$ cat config.mk
export PLATFORM = sky130hd
export DESIGN_NAME = pulse_sweep_scheduler
export DESIGN_NICKNAME = d
export VERILOG_FILES = /design/src/rtl/pulse_sweep_scheduler.sv
export SDC_FILE = /design/constraint.sdc
export NUM_CORES = 2
export LEC_CHECK = 0
export ABC_AREA = 1
export ABC_CLOCK_PERIOD_IN_PS = 9400
export CORE_MARGIN = 2
export CORE_UTILIZATION = 60
export CTS_CLUSTER_DIAMETER = 200
export DETAILED_ROUTE_END_ITERATION = 8
export MAX_ROUTING_LAYER = met4
export PLACE_DENSITY = 0.81
export SLEW_MARGIN = 0
export SYNTH_ARGS = -nofsm -noshare
export SYNTH_HDL_FRONTEND = slang
export SYNTH_SLANG_ARGS = --single-unit
$ cat constraint.sdc
create_clock -name clk_i -period 9.4 [get_ports clk_i]
set_input_delay 0.94 -clock clk_i [delete_from_list [all_inputs] [get_ports clk_i]]
set_output_delay 0.94 -clock clk_i [all_outputs]
set_load 0.01 [all_outputs]
$ cat src/rtl/pulse_sweep_scheduler.sv
// Frequency-sweep sequencer for the pulse-mask generator: steps divider/duty from start to stop.
// Optional SWEEP_REPEAT_EN: on final dwell completion reload start_div and keep sweeping.
module pulse_sweep_scheduler #(
  parameter int W      = 32,
  parameter int FRAC_W = 8,
  parameter int IDX_W  = 16
) (
  input  logic              clk_i,
  input  logic              reset_i,
  input  logic              arm_i,
  input  logic              abort_i,
  input  logic              trig_i,
  input  logic [W-1:0]      start_div_i,
  input  logic [W-1:0]      stop_div_i,
  input  logic [W-1:0]      step_div_i,
  input  logic [IDX_W-1:0]  dwell_i,
  input  logic [FRAC_W-1:0] duty_frac_i,
  input  logic              period_end_i,
  output logic [W-1:0]      divider_o,
  output logic [W-1:0]      duty_o,
  output logic              sweep_active_o,
  output logic              sweep_done_o,
  output logic              cfg_err_o,
  output logic [IDX_W-1:0]  step_idx_o,
  output logic [1:0]        state_o
);

  typedef enum logic [1:0] {
    S_IDLE  = 2'b00,
    S_ARMED = 2'b01,
    S_SWEEP = 2'b10,
    S_HOLD  = 2'b11
  } state_e;

  localparam logic [IDX_W-1:0] IDX_ONE = 1;

  state_e           state_q, state_d;
  logic [W-1:0]     div_q, div_d, duty_q, duty_d;
  logic [W-1:0]     stop_q, stop_d, step_q, step_d;
  logic [IDX_W-1:0] idx_q, idx_d, dcnt_q, dcnt_d, dlast_q, dlast_d;
  logic             up_q, up_d, done_q, done_d, err_q, err_d;
`ifdef SWEEP_REPEAT_EN
  logic [W-1:0]     start_q, start_d;
`endif

  // Full-width product so large dividers never lose high bits; a nonzero
  // request never collapses to a zero-length pulse.
  function automatic logic [W-1:0] calc(input logic [W-1:0] d, input logic [FRAC_W-1:0] f);
    logic [W+FRAC_W-1:0] p;
    logic [W-1:0]        r;
    p = {{FRAC_W{1'b0}}, d} * {{W{1'b0}}, f};
    r = p[W+FRAC_W-1:FRAC_W];
    if (r == '0 && d != '0 && f != '0) r = {{(W-1){1'b0}}, 1'b1};
    return r;
  endfunction

  // Next divider, clamped to stop on overshoot; the extra bit catches wrap.
  logic [W:0]   sum, dif;
  logic [W-1:0] nxt;
  always_comb begin
    sum = {1'b0, div_q} + {1'b0, step_q};
    dif = {1'b0, div_q} - {1'b0, step_q};
    if (up_q) nxt = (sum > {1'b0, stop_q}) ? stop_q : sum[W-1:0];
    else      nxt = (dif[W] || dif[W-1:0] < stop_q) ? stop_q : dif[W-1:0];
  end

  always_comb begin
    state_d = state_q;
    div_d   = div_q;
    duty_d  = duty_q;
    stop_d  = stop_q;
    step_d  = step_q;
    idx_d   = idx_q;
    dcnt_d  = dcnt_q;
    dlast_d = dlast_q;
    up_d    = up_q;
    done_d  = 1'b0;
    err_d   = err_q;
`ifdef SWEEP_REPEAT_EN
    start_d = start_q;
`endif
    case (state_q)
      S_IDLE: if (!abort_i && arm_i) state_d = S_ARMED;
      S_ARMED: begin
        if (abort_i || !arm_i) begin
          state_d = S_IDLE;
          div_d   = '0;
          duty_d  = '0;
        end else if (trig_i) begin
          if (start_div_i == '0 || stop_div_i == '0) begin
            err_d = 1'b1;
          end else begin
            err_d   = 1'b0;
            stop_d  = stop_div_i;
            step_d  = step_div_i;
            up_d    = (stop_div_i >= start_div_i);
            dlast_d = (dwell_i == '0) ? '0 : dwell_i - IDX_ONE;
            div_d   = start_div_i;
            duty_d  = calc(start_div_i, duty_frac_i);
            idx_d   = '0;
            dcnt_d  = '0;
`ifdef SWEEP_REPEAT_EN
            start_d = start_div_i;
`endif
            state_d = S_SWEEP;
          end
        end
      end
      S_SWEEP: begin
        if (abort_i || !arm_i) begin
          state_d = S_IDLE;
          div_d   = '0;
          duty_d  = '0;
        end else if (period_end_i) begin
          if (dcnt_q == dlast_q) begin
            dcnt_d = '0;
            if (div_q == stop_q) begin
              done_d = 1'b1;
`ifdef SWEEP_REPEAT_EN
              div_d  = start_q;
              duty_d = calc(start_q, duty_frac_i);
              idx_d  = '0;
`else
              state_d = S_HOLD;
`endif
            end else begin
              div_d  = nxt;
              duty_d = calc(nxt, duty_frac_i);
              if (idx_q != '1) idx_d = idx_q + IDX_ONE;
            end
          end else begin
            dcnt_d = dcnt_q + IDX_ONE;
          end
        end
      end
      S_HOLD: begin
        if (abort_i || !arm_i) begin
          state_d = S_IDLE;
          div_d   = '0;
          duty_d  = '0;
        end
      end
      default: state_d = S_IDLE;
    endcase
  end

  always_ff @(posedge clk_i) begin
    if (reset_i) begin
      state_q <= S_IDLE;
      div_q   <= '0;
      duty_q  <= '0;
      stop_q  <= '0;
      step_q  <= '0;
      idx_q   <= '0;
      dcnt_q  <= '0;
      dlast_q <= '0;
      up_q    <= 1'b0;
      done_q  <= 1'b0;
      err_q   <= 1'b0;
`ifdef SWEEP_REPEAT_EN
      start_q <= '0;
`endif
    end else begin
      state_q <= state_d;
      div_q   <= div_d;
      duty_q  <= duty_d;
      stop_q  <= stop_d;
      step_q  <= step_d;
      idx_q   <= idx_d;
      dcnt_q  <= dcnt_d;
      dlast_q <= dlast_d;
      up_q    <= up_d;
      done_q  <= done_d;
      err_q   <= err_d;
`ifdef SWEEP_REPEAT_EN
      start_q <= start_d;
`endif
    end
  end

  assign divider_o      = div_q;
  assign duty_o         = duty_q;
  assign sweep_active_o = (state_q == S_SWEEP);
  assign sweep_done_o   = done_q;
  assign cfg_err_o      = err_q;
  assign step_idx_o     = idx_q;
  assign state_o        = state_q;

endmodule

-- Yosys cells after proc, flatten, opt, wreduce, memory -nomap -nowiden
Index checks and enable logic that the tools add are counted.
- register bits after elaboration: 181
- bits in writable memories: 0
- bits in latches: 0
- bits in read-only memories: 0
- memories: 0
- muxes and demuxes: 48
- shift-type cells: 0
- divide/modulo/power cells: 0
- bitwise operators: 5
- add/subtract/negate cells: 5
- multiply operators: 2
- order comparisons: 3
- reduce and logical (&&, ||, !) cells: 28
- equal/unequal tests: 22
- operators with widths (cell ; count):
    $mux 32 ; 20
    $mux 16 ; 12
    $pmux 32 s3 ; 2
    $logic_not 32->1 ; 4
    $mul 32x8->40 ; 2
    $pmux 16 s2 ; 2
    $reduce_bool 32->1 ; 2
    $add 32x32->33 ; 1
    $gt 33x32->1 ; 1
    $sub 32x32->33 ; 1
    $add 16x1->16 const B ; 2
    $eq 32x32->1 ; 1
    $ge 32x32->1 ; 1
    $lt 32x32->1 ; 1
    $mux 2 ; 9
    $eq 16x16->1 ; 1
    $logic_not 16->1 ; 1
    $ne 16x16->1 const B ; 1
    $ne 2x2->1 const B ; 8
    $sub 16x1->16 const B ; 1
    $reduce_and 7->1 ; 2
    $ne 3x3->1 const B ; 3
    $reduce_and 9->1 ; 1
    $pmux 2 s4 ; 1
    other kinds (18) ; 33

-- Logic depth before layout (Yosys ltp)
- word-level depth: 15
- depth in mapped cells: 62
- depth with buffers taken out: 61

-- Worst setup path before layout
OpenSTA, ideal clock, no wires.
- kind: reg-to-reg
- start: reg div_q[0] (netlist: divider_o[0])
- end: reg duty_q[0] (netlist: duty_o[0])
- setup slack: 1358 ps
- period minus slack after synthesis: 8042 ps
- setup time: 66 ps
- data arrival time: 7976 ps
- cell stages (with the launch flop): 48
- cell sequence: dfxtp_1 ha_1 inv_1 fa_1 inv_1 nand2_2 nand2_2 a21oi_4 o21ai_2 nand2_2 nand2_1 a21o_1 a21boi_0 xor2_1 inv_1 ha_1 nand3_1 nor3_1 [... 12 more ...] fa_1 inv_1 ha_1 nand2_1 inv_1 a21oi_1 a21boi_0 o221a_2 nand2_1 xnor2_1 nand3_1 nor2_1 nand2_1 nor2_1 nand3_1 o21bai_1 nand2_1 a21oi_2
- word-level cells in the longest chain between the ends: 15
- ends and longest elaborated chain (element ; RTL line ; RTL):
    from (decl) ; 38 ; logic [W-1:0] div_q, div_d, duty_q, duty_d;
    from (signal assigned) ; 165 ; div_q <= div_d;
    $sub 32x32->33 ; 62 ; dif = {1'b0, div_q} - {1'b0, step_q};
    $lt 32x32->1 ; 64 ; else nxt = (dif[W] || dif[W-1:0] < stop_q) ? stop_q : dif[W-1:0];
    $logic_or 1x1->1 ; 64 ;
    $mux 32 ; 64 ;
    $mux 32 ; 63 ; if (up_q) nxt = (sum > {1'b0, stop_q}) ? stop_q : sum[W-1:0];
    $mul 32x8->40 ; 51 ; p = {{FRAC_W{1'b0}}, d} * {{W{1'b0}}, f};
    $logic_not 32->1 ; 53 ; if (r == '0 && d != '0 && f != '0) r = {{(W-1){1'b0}}, 1'b1};
    $logic_and 1x1->1 (2 in a row) ; 53 ;
    $mux 32 ; 53 ;
    $mux 32 ; 117 ; if (div_q == stop_q) begin
    $mux 32 ; 115 ; if (dcnt_q == dlast_q) begin
    $mux 32 ; 114 ; end else if (period_end_i) begin
    $mux 32 ; 110 ; if (abort_i || !arm_i) begin
    $pmux 32 s3 ; 82 ; case (state_q)
    to (signal assigned) ; 166 ; duty_q <= duty_d;
    to (decl) ; 38 ;
Parallel ways exist; a longest one is shown, timed or not. The select of a mux whose other input is x is not followed.
A chain may end at the register's enable or synchronous reset.

-- Worst setup path in the final report
Ends and elaborated chain as after synthesis.

==> flow_summary.html <==
<table>
<tr><th>Metric</th><th>Value</th></tr>
<tr><th colspan="2">Drt</th></tr>
<tr><td>Vias per inst</td><td>5.95</td></tr>
<tr><td>Iteration-0 DRC Markers</td><td>3476</td></tr>
<tr><td>Final Routed Wirelength</td><td>112000 um</td></tr>
<tr><td>Antenna-violating nets left</td><td>0</td></tr>
<tr><td>Initial DRT Pass Iterations</td><td>6</td></tr>
<tr><td>Overall via count from detail_route</td><td>32200</td></tr>
<tr><td>Wire length per cell</td><td>20.8 um</td></tr>
<tr><td>Drc violations</td><td>0</td></tr>
<tr><th colspan="2">Global route</th></tr>
<tr><td>Pin count of the biggest net entering global routing</td><td>81</td></tr>
<tr><td>Total global-route track usage</td><td>42.2%</td></tr>
<tr><td>Global-route wire length before repair</td><td>170000 um</td></tr>
<tr><td>Antenna violations before repair</td><td>2</td></tr>
<tr><td>Number of global-route vias before repair</td><td>30300</td></tr>
<tr><td>Total congestion overflow</td><td>0</td></tr>
<tr><th colspan="2">Clock tree</th></tr>
<tr><td>Clock tree from TritonCTS</td><td>yes</td></tr>
<tr><td>Clock latency of the later-clocked register in the worst-skew pair</td><td>0.51 ns</td></tr>
<tr><td>Clock root buffer master</td><td>sky130_fd_sc_hd__clkbuf_16</td></tr>
<tr><td>TritonCTS sink count</td><td>181</td></tr>
<tr><td># hold bufs at CTS</td><td>0</td></tr>
<tr><td>Largest buffer count on any clock path</td><td>2</td></tr>
<tr><td>Clock edge transition at the registers on the reported setup and hold paths</td><td>0.09 ns</td></tr>
<tr><td>TritonCTS Buffers</td><td>17</td></tr>
<tr><td>Number of H-tree branching levels</td><td>4</td></tr>
<tr><th colspan="2">STA</th></tr>
<tr><td>Clock Skews</td><td>0.0218 ns</td></tr>
<tr><td>Clock period minus worst slack</td><td>9.06 ns</td></tr>
<tr><td>Final slew viol count</td><td>0</td></tr>
<tr><td>Final setup violating endpoints</td><td>0</td></tr>
<tr><td>Pin slew with the least headroom to its limit</td><td>1.26 ns</td></tr>
<tr><td>Rel. slew slack</td><td>15.5%</td></tr>
<tr><td>Highest attainable clock frequency</td><td>0.110 GHz</td></tr>
<tr><td>Ratio of final minimum period to clock period</td><td>96.4%</td></tr>
<tr><td>Total count of hold-check failures in the final report</td><td>0</td></tr>
<tr><td>Hold slack</td><td>0.484 ns</td></tr>
<tr><th colspan="2">Worst setup path</th></tr>
<tr><td>Max incr delay on CP</td><td>0.56 ns</td></tr>
<tr><td>Most common cell on crit path</td><td>sky130_fd_sc_hd__nand2_1</td></tr>
<tr><td>Element type at the critical path end</td><td>flop</td></tr>
<tr><td>Register-to-register setup slack</td><td>0.34 ns</td></tr>
<tr><td>Start of the worst register-to-register path</td><td>divider_o[0]$_SDFFE_PP0P_</td></tr>
<tr><td>Slowest-stage cell, CP</td><td>sky130_fd_sc_hd__fa_1</td></tr>
<tr><td>Data arrival, critical path</td><td>9.50 ns</td></tr>
<tr><td>Worst Setup Start Kind</td><td>flop</td></tr>
<tr><td>Data required time at the worst endpoint</td><td>9.84 ns</td></tr>
<tr><td>Critical path start-end classification</td><td>flop to flop</td></tr>
<tr><td>Worst reg2reg endpoint</td><td>duty_o[0]$_SDFFE_PP0P_</td></tr>
<tr><td>Critical path fanouts, max</td><td>19</td></tr>
<tr><td>Worst r2r path cells</td><td>48</td></tr>
<tr><th colspan="2">Outcome</th></tr>
<tr><td>Status</td><td>complete, no violations</td></tr>
<tr><th colspan="2">Layout</th></tr>
<tr><td>Filler Cells Inserted</td><td>4528</td></tr>
<tr><td>Post-layout instance area</td><td>35500 um^2</td></tr>
<tr><td>Area grow syn2layout</td><td>12.7%</td></tr>
<tr><td>Number of nets in the finished design</td><td>5468</td></tr>
<tr><td>FF/Latch Area</td><td>3630 um^2</td></tr>
<tr><td>Area taken by multi-input logic gates</td><td>24200 um^2</td></tr>
<tr><td>Layout cells sized above 1</td><td>7.35%</td></tr>
<tr><th colspan="2">Floorplanning</th></tr>
<tr><td>Top-level I/O count</td><td>211</td></tr>
<tr><td>Total core area</td><td>51600 um^2</td></tr>
<tr><td>Die area</td><td>54400 um^2</td></tr>
<tr><td>Initial Utilization</td><td>61.0%</td></tr>
<tr><td>Die extent in x</td><td>233 um</td></tr>
<tr><td>Row Count</td><td>83</td></tr>
<tr><td>Die Y-Extent</td><td>233 um</td></tr>
<tr><th colspan="2">Synthesis</th></tr>
<tr><td>Synthesized net count</td><td>5304</td></tr>
<tr><td>Post-synthesis cell type count</td><td>64</td></tr>
<tr><td>Mean instance size in the synthesized netlist</td><td>6.94 um^2</td></tr>
<tr><td>Post-synthesis instance area</td><td>31500 um^2</td></tr>
<tr><td>Sequential area share after synthesis</td><td>11.5%</td></tr>
<tr><td>Count of yosys warnings during synthesis</td><td>0</td></tr>
<tr><td>Instance count of the mapped netlist</td><td>4542</td></tr>
<tr><td>Number of synthesized register bits</td><td>181</td></tr>
<tr><th colspan="2">Hold path</th></tr>
<tr><td>Worst hold path cell count</td><td>2</td></tr>
<tr><td>Terminating pin of the worst hold path</td><td>dcnt_q[15]$_SDFFE_PP0P_</td></tr>
<tr><td>HP Class</td><td>flop to flop</td></tr>
<tr><td>Hold_sp</td><td>dcnt_q[15]$_SDFFE_PP0P_</td></tr>
<tr><th colspan="2">Placement</th></tr>
<tr><td>DPL Wire Length</td><td>90000 um</td></tr>
<tr><td>Placed cell area</td><td>34200 um^2</td></tr>
<tr><td>IO Port Bufs</td><td>210</td></tr>
<tr><td>Gpl congestion</td><td>1.12</td></tr>
<tr><th colspan="2">Job</th></tr>
<tr><td>Max Cap Violations</td><td>0</td></tr>
</table>
==> cell usage in the layout (no fill, tap or decap), drive strengths merged, types with 31 or more instances in the layout <==
| cell type | Yosys | layout |
|---|---|---|
| clkdlybuf4s50 | 0 | 208 |
| nand4 | 43 | 43 |
| ha | 276 | 276 |
| a21oi | 356 | 356 |
| nor3 | 53 | 53 |
| o21ai | 227 | 227 |
| fa | 360 | 360 |
| inv | 868 | 884 |
| nand3 | 142 | 143 |
| dfxtp | 181 | 181 |
| nand2 | 950 | 951 |
| nor4 | 31 | 31 |
| nor2 | 472 | 472 |
| xnor2 | 43 | 43 |
| buf | 45 | 99 |
| a31oi | 57 | 57 |
| o211ai | 57 | 57 |
| xor2 | 92 | 92 |
| o22ai | 39 | 39 |
==> cells by family after synthesis <==
group / share of synthesized area, %
and+or+nand+nor: 23.0
buffers and inverters: 12.9
AOI/OAI and AO/OA: 15.1
adders and majority gates: 33.8
DFF: 11.5
xor gates and xnor gates: 3.75
==> synth_stat cells, drive strengths merged <==
library cell	number	share of area, %
nand2	950	12
a311oi	2	0.056
o21ai	227	3.6
a21o	18	0.43
nand4	43	0.87
and3	4	0.079
nor3b	7	0.17
xnor2	43	1.2
a221oi	6	0.17
a32o	1	0.032
o221a	1	0.036
o2111ai	3	0.083
a211oi	7	0.17
buf	45	0.93
fa	360	23
nand3	142	2.4
a31o	2	0.056
o221ai	4	0.11
o22ai	39	0.77
a21oi	356	5.8
nor3	53	0.92
nand3b	10	0.24
and2	2	0.040
or2	15	0.30
a22o	1	0.028
o21bai	6	0.14
ha	276	11
nor4	31	0.68
a31oi	57	1.1
o211ai	57	1.7
a22oi	1	0.024
nor2	472	5.7
clkinv	8	0.11
inv	868	10
clkbuf	123	1.5
xor2	92	2.6
dfxtp	181	12
o31ai	3	0.071
o21a	21	0.50
a21boi	5	0.12
==> metrics by stage <==
stage / util [%] / setup WS [ns] / setup TNS (ns) / std cells
6_report: 68.8 / 0.339 / 0 / 5401
5_1_grt: 68.8 / -0.106 / -0.106 / 5400
4_1_cts: 67.7 / 0.00590 / 0 / 5368
3_5_place_dp: 66.4 / -0.113 / -0.113 / 5335
3_3_place_gp: 66.4 / 0.0283 / 0 / 5335
2_1_floorplan: - / 1.36 / 0 / 4542
==> worst max path at each step <==
| stage | from | end | slack [ns] | cells past startpoint |
|---|---|---|---|---|
| final | divider_o[0]$_SDFFE_PP0P_ | duty_o[0]$_SDFFE_PP0P_ | 0.34 | 48 |
| after global routing | step_q[2]$_SDFFE_PP0P_ | duty_o[0]$_SDFFE_PP0P_ | -0.11 | 46 |
| after CTS | step_q[4]$_SDFFE_PP0P_ | duty_o[0]$_SDFFE_PP0P_ | 0.006 | 51 |
| after detailed placement | divider_o[0]$_SDFFE_PP0P_ | duty_o[0]$_SDFFE_PP0P_ | -0.11 | 46 |
| after global placement | divider_o[0]$_SDFFE_PP0P_ | duty_o[0]$_SDFFE_PP0P_ | 0.03 | 47 |
| after floorplan | divider_o[0]$_SDFFE_PP0P_ | duty_o[0]$_SDFFE_PP0P_ | 1.36 | 47 |
==> timing repair <==
action,in CTS,in global routing
resized for setup,3,109
pin swaps,1,24
setup buffers,1,25
gates cloned,0,6
setup endpoints to repair,1,21
==> worst max-delay path, delay by kind of cell (launching register included) <==
family	cells	cell delay [ns]
AOI/OAI and AO/OA	7	1.31
adders and majority gates	8	3.39
buffers and inverters	7	0.62
DFF	1	0.35
and+or+nand+nor	26	3.31
==> area by class of cell <==
class                      instances  share of cell area [%]
multi-input combinational       3319                    68.1
sequential                       181                    10.2
inverter                         876                    9.33
timing repair buffer             307                    7.98
tap                              680                    2.40
clock buffer                      17                    1.20
clock inverter                    15                   0.645
timing repair inverter             4                  0.0916
antenna                            2                  0.0141
==> flip-flops by register name, indices dropped and copies added (netlist names), 2 cells and up <==
register and count:
step_idx_o 16, dlast_q 16, divider_o 32, dcnt_q 16, state_o 2, step_q 32
stop_q 32, duty_o 32
==> metal layers <==
| layer | track usage, % | wire [um] | vias to the layer above |
|---|---|---|---|
| met5 | - | 0 | - |
| li1 | - | - | 14700 |
| met3 | 10.1 | 13500 | 410 |
| met4 | 22.3 | 6970 | 0 |
| met1 | 53.4 | 43400 | 15200 |
| met2 | 62.8 | 48600 | 1915 |
Power is left out: the tool's default activity adds up to more than one toggle a clock period on the data nets, which glitch-free logic cannot reach.
